`src/rtl/seq_det_pkg.sv`:
```
// Shared constants and helpers for the parametrised sequence detector.
package seq_det_pkg;

  localparam logic [3:0] DEFAULT_PAT = 4'b1010;

  // Width needed to hold the values 0..v-1, never less than one bit.
  function automatic int unsigned clog2(input int unsigned v);
    int unsigned r;
    int unsigned x;
    r = 0;
    x = 1;
    while (x < v) begin
      x = x << 1;
      r = r + 1;
    end
    return (r == 0) ? 1 : r;
  endfunction

endpackage

```
`src/rtl/sat_counter.sv`:
```
// Saturating match counter with a sticky saturation flag and synchronous clear.
module sat_counter #(
  parameter int unsigned W = 8
) (
  input  logic         clk,
  input  logic         rst,
  input  logic         inc,
  input  logic         clr,
  output logic [W-1:0] cnt,
  output logic         sat
);

  logic [W-1:0] r_cnt;
  logic         r_sat;
  logic [W-1:0] w_cnt_n;

  always_comb begin
    w_cnt_n = r_cnt + W'(1);
  end

  // Clear outranks a same-cycle increment; the count stops at all-ones.
  always_ff @(posedge clk) begin
    if (rst || clr) begin
      r_cnt <= '0;
      r_sat <= 1'b0;
    end else if (inc && (r_cnt != '1)) begin
      r_cnt <= w_cnt_n;
      if (w_cnt_n == '1) begin
        r_sat <= 1'b1;
      end
    end
  end

  assign cnt = r_cnt;
  assign sat = r_sat;

endmodule

```
`src/rtl/seq_detector_param.sv`:
```
// Serial bit-pattern detector: run-time loadable pattern, overlap select,
// qualified input stream and saturating match counter.
module seq_detector_param
  import seq_det_pkg::*;
#(
  parameter int unsigned           PAT_W   = 4,
  parameter logic [PAT_W-1:0]      PAT_RST = DEFAULT_PAT,
  parameter int unsigned           COUNT_W = 8
) (
  input  logic               clk,
  input  logic               rst,
  input  logic               din,
  input  logic               din_valid,
  input  logic               load,
  input  logic [PAT_W-1:0]   pattern,
  input  logic               overlap,
  input  logic               clr_count,
  output logic               y,
  output logic [COUNT_W-1:0] match_count,
  output logic               count_sat
);

  localparam int unsigned    FW        = clog2(PAT_W + 1);
  localparam logic [FW-1:0]  FILL_FULL = FW'(PAT_W);

  logic [PAT_W-1:0] r_pat;
  logic [PAT_W-1:0] r_hist;
  logic [FW-1:0]    r_fill;
  logic             r_y;

  logic             w_accept;
  logic [PAT_W-1:0] w_hist_n;
  logic [FW-1:0]    w_fill_n;
  logic             w_match;

  // fill counts valid history bits since the last restart, so a match is only
  // declared once a full pattern's worth of fresh bits has arrived.
  always_comb begin
    w_accept = din_valid && !load;
    w_hist_n = {r_hist[PAT_W-2:0], din};
    w_fill_n = (r_fill == FILL_FULL) ? r_fill : r_fill + FW'(1);
    w_match  = w_accept && (w_fill_n == FILL_FULL) && (w_hist_n == r_pat);
  end

  always_ff @(posedge clk) begin
    if (rst) begin
      r_pat  <= PAT_RST;
      r_hist <= '0;
      r_fill <= '0;
      r_y    <= 1'b0;
    end else if (load) begin
      r_pat  <= pattern;
      r_hist <= '0;
      r_fill <= '0;
      r_y    <= 1'b0;
    end else if (din_valid) begin
      r_hist <= w_hist_n;
      r_fill <= (w_match && !overlap) ? '0 : w_fill_n;
      r_y    <= w_match;
    end else begin
      r_y    <= 1'b0;
    end
  end

  sat_counter #(
    .W(COUNT_W)
  ) u_cnt (
    .clk(clk),
    .rst(rst),
    .inc(w_match),
    .clr(clr_count),
    .cnt(match_count),
    .sat(count_sat)
  );

  assign y = r_y;

endmodule

```
`config.mk`:
```
export PLATFORM = sky130hd
export DESIGN_NAME = seq_detector_param
export DESIGN_NICKNAME = d
export VERILOG_FILES = /design/src/rtl/seq_det_pkg.sv /design/src/rtl/sat_counter.sv /design/src/rtl/seq_detector_param.sv
export SDC_FILE = /design/constraint.sdc
export NUM_CORES = 1
export LEC_CHECK = 0
export ABC_AREA = 1
export BUFFER_PORTS_ARGS = -buffer_cell sky130_fd_sc_hd__buf_2
export CAP_MARGIN = 10
export CORE_MARGIN = 5
export CORE_UTILIZATION = 29
export CTS_CLUSTER_SIZE = 40
export DETAILED_ROUTE_END_ITERATION = 12
export PLACE_DENSITY = 0.49
export RECOVER_POWER = 50
export SYNTH_ARGS = -nofsm -noshare
export SYNTH_HDL_FRONTEND = slang
export SYNTH_SLANG_ARGS = --single-unit
```
`constraint.sdc`:
```
create_clock -name clk -period 2.3 [get_ports clk]
set_clock_uncertainty 0.2 [all_clocks]
set_input_delay 0 -clock clk [delete_from_list [all_inputs] [get_ports clk]]
set_output_delay 0 -clock clk [all_outputs]
set_load 0.005 [all_outputs]
```
==> results.py <==
metrics = {
    "sta": {
        "fmax_mhz": 467,
        "finalMaxSlewViolations": 0,
        "finalHoldViolations": 0,
        "rsz0062_at_grt": "no",
        "worst_slew_pin_slew_ps": 383,
        "fin_ws_ps": 160,
        "layout_min_cycle_time_ps": 2140,
        "finalSetupTns_ps": 0,
        "layout_worst_path_cycle_share_pct": 93.0,
        "hold_slack_ps": 287,
        "finalSetupViolations": 0,
        "relSlewSlack_pct": 74.4,
    },
    "global_route": {
        "grt_overflow": 0,
        "grt_max_degree": 11,
        "grt_antenna_before_repair": 0,
        "grt_pass1_vias": 1200,
        "grt_usage_pct": 12.1,
        "grt_first_pass_wirelength_microns": 5200,
    },
    "route": {
        "firstDrtPassIters": 4,
        "routed_wl_microns": 2970,
        "drc_errors": 0,
        "drt_iter0_markers": 47,
        "wl_per_cell_microns": 11.0,
        "dr_total_vias": 1223,
        "viasPerCell": 4.55,
        "drtAntennaViolNets": 0,
    },
    "clock_network": {
        "clkLatencyLatePin_ps": 260,
        "cts-root-buf": "clkbuf_8",
        "clk_path_buf_depth": 2,
        "cts_setup_buffers": 0,
        "cts_buffers": 3,
        "cts_resized": 0,
        "holdBufCountCts": 18,
        "clkTransAtPathRegs_ps": 80,
        "cts_tree": "yes",
        "cts.sinks": 20,
        "htree_levels": 1,
    },
    "critical_path": {
        "start_kind": "input pin",
        "cp.required_ps": 2250,
        "crit_fanout": 7,
        "cp.arrival_ps": 2090,
        "crit_type": "in2reg",
        "end_kind": "register",
    },
    "layout": {
        "finalNonFillerCells": 269,
        "fill_cells": 420,
        "synthToLayoutAreaGrowth_pct": 30.4,
        "mostFrequentLayoutCells": "47 x nand2_1, 28 x inv_1, 22 x nor2_1",
        "fin_nets": 236,
        "layout_commonest_cell": "nand2_1",
        "multiInputGateArea_sq_um": 676,
        "layout-drive-gt1-share_pct": 14.2,
        "seq_area_sq_um": 400,
        "n_antenna_cell": 0,
    },
    "floorplan": {
        "io_pins": 21,
        "die_y_microns": 74.3,
        "die_x_microns": 74.3,
        "fp-row-count": 23,
        "start_util_pct": 29.9,
        "core_area_sq_um": 4000,
        "dieArea_sq_um": 5510,
    },
    "synthesis": {
        "synth.distinct_cells": 21,
        "synth_seq_cells": 20,
        "synth_top_family_by_area": "simple AND/OR/NAND/NOR gates",
        "synth_area_per_cell_sq_um": 6.69,
        "netlist_area_sq_um": 1200,
        "synth_fa_ha_area_share_pct": 4.18,
        "syn_inst": 179,
        "synth.net_count": 194,
        "synth-simple-area-share_pct": 40.1,
        "synth_xor_xnor_area_share_pct": 2.09,
        "yosysWarnings": 0,
        "synthMuxAreaShare_pct": 0,
        "ys_seq_area_share_pct": 33.4,
        "synth_compound_area_share_pct": 10.4,
    },
    "power": {
        "power_density_nw_per_um2": 449,
        "ir_drop_mv": 0.326,
        "p_leak_nw": 0.714,
    },
    "min_path": {
        "hold_class": "reg2reg",
    },
    "placed_design": {
        "dpl_worst_slack_ps": 417,
        "port-buffer-count": 20,
        "placed_cells_incl_taps": 248,
        "dpl.hpwl_microns": 2160,
        "place_congestion": 0.751,
    },
    "job": {
        "cap_violations": 0,
    },
    "run_status": {
        "outcome": "completed",
    },
}
## kinds of logic after synthesis
kind of cell | after synthesis
xor+xnor | 2
fa+ha+maj | 4
simple gates | 99
compound gates | 24
flops | 20
buf+inv | 30
## cell usage after synthesis, drive strengths merged
cell    count  area share (%)
buf         1            0.63
xor2        1            0.73
nor2       27              11
nor3        1            0.42
inv        29             9.1
nand3      14             7.5
dfxtp      20              33
ha          4             4.2
o21ai      11             4.6
nand2      47              15
or2         1            0.52
o211ai      2             1.3
a21oi      11             4.6
nand4       9             5.7
xnor2       1             1.4
## through the flow
stage | area (sq um) | total power, mW | util [%]
floorplan | 1200 | 0.423 | -
global placement | 1350 | 0.445 | 33.8
detailed placement | 1350 | 0.445 | 33.8
CTS | 1570 | 0.708 | 39.3
global route | 1560 | 0.733 | 39.0
finish | 1560 | 0.701 | 39.0
## metal layers
metal / up-vias / global-route usage (%) / wire [microns]
li1: 653 / - / -
met1: 542 / 15.2 / 1420
met2: 23 / 20.5 / 1380
met3: 5 / 2.03 / 116
met4: 0 / 5.34 / 53
met5: - / 0 / 0
## report_power, final
group	switching (mW)	total, mW	internal (mW)
clock	0.122	0.239	0.117
sequential	0.00672	0.362	0.355
combinational	0.0523	0.0996	0.0474
## sequential cells by signal, summed over array words and instances, names as in the netlist
register and flops:
y 1, r_hist 3, r_pat 4, r_fill 3, u_cnt.cnt 8, u_cnt.sat 1
## area by class of cell
type / instances / share of cell area (%)
multi-input cells: 129 / 43.3
flip-flops and latches: 20 / 25.6
repair buffers: 38 / 17.5
inverters: 29 / 6.97
well taps: 50 / 4.01
clock buffers: 3 / 2.64
## worst paths after layout
path	start	end	slack (ps)	cells past startpoint
min	r_hist[2]$_SDFFE_PP0P_	r_hist[2]$_SDFFE_PP0P_	290	2
max	load	r_pat[2]$_SDFFE_PP0P_	160	7
min reg2reg	r_hist[2]$_SDFFE_PP0P_	r_hist[2]$_SDFFE_PP0P_	290	2
max reg2reg	r_fill[0]$_SDFFE_PP0P_	u_cnt.cnt[3]$_SDFFE_PP0P_	350	10
## critical path: stages
cell and delay, ps:
dlygate4sd3_1 540, buf_2 200, inv_1 120, nor2_1 90, dlygate4sd3_1 560, nor2_1 40
dlygate4sd3_1 540
(Power assumes the default switching activity.)
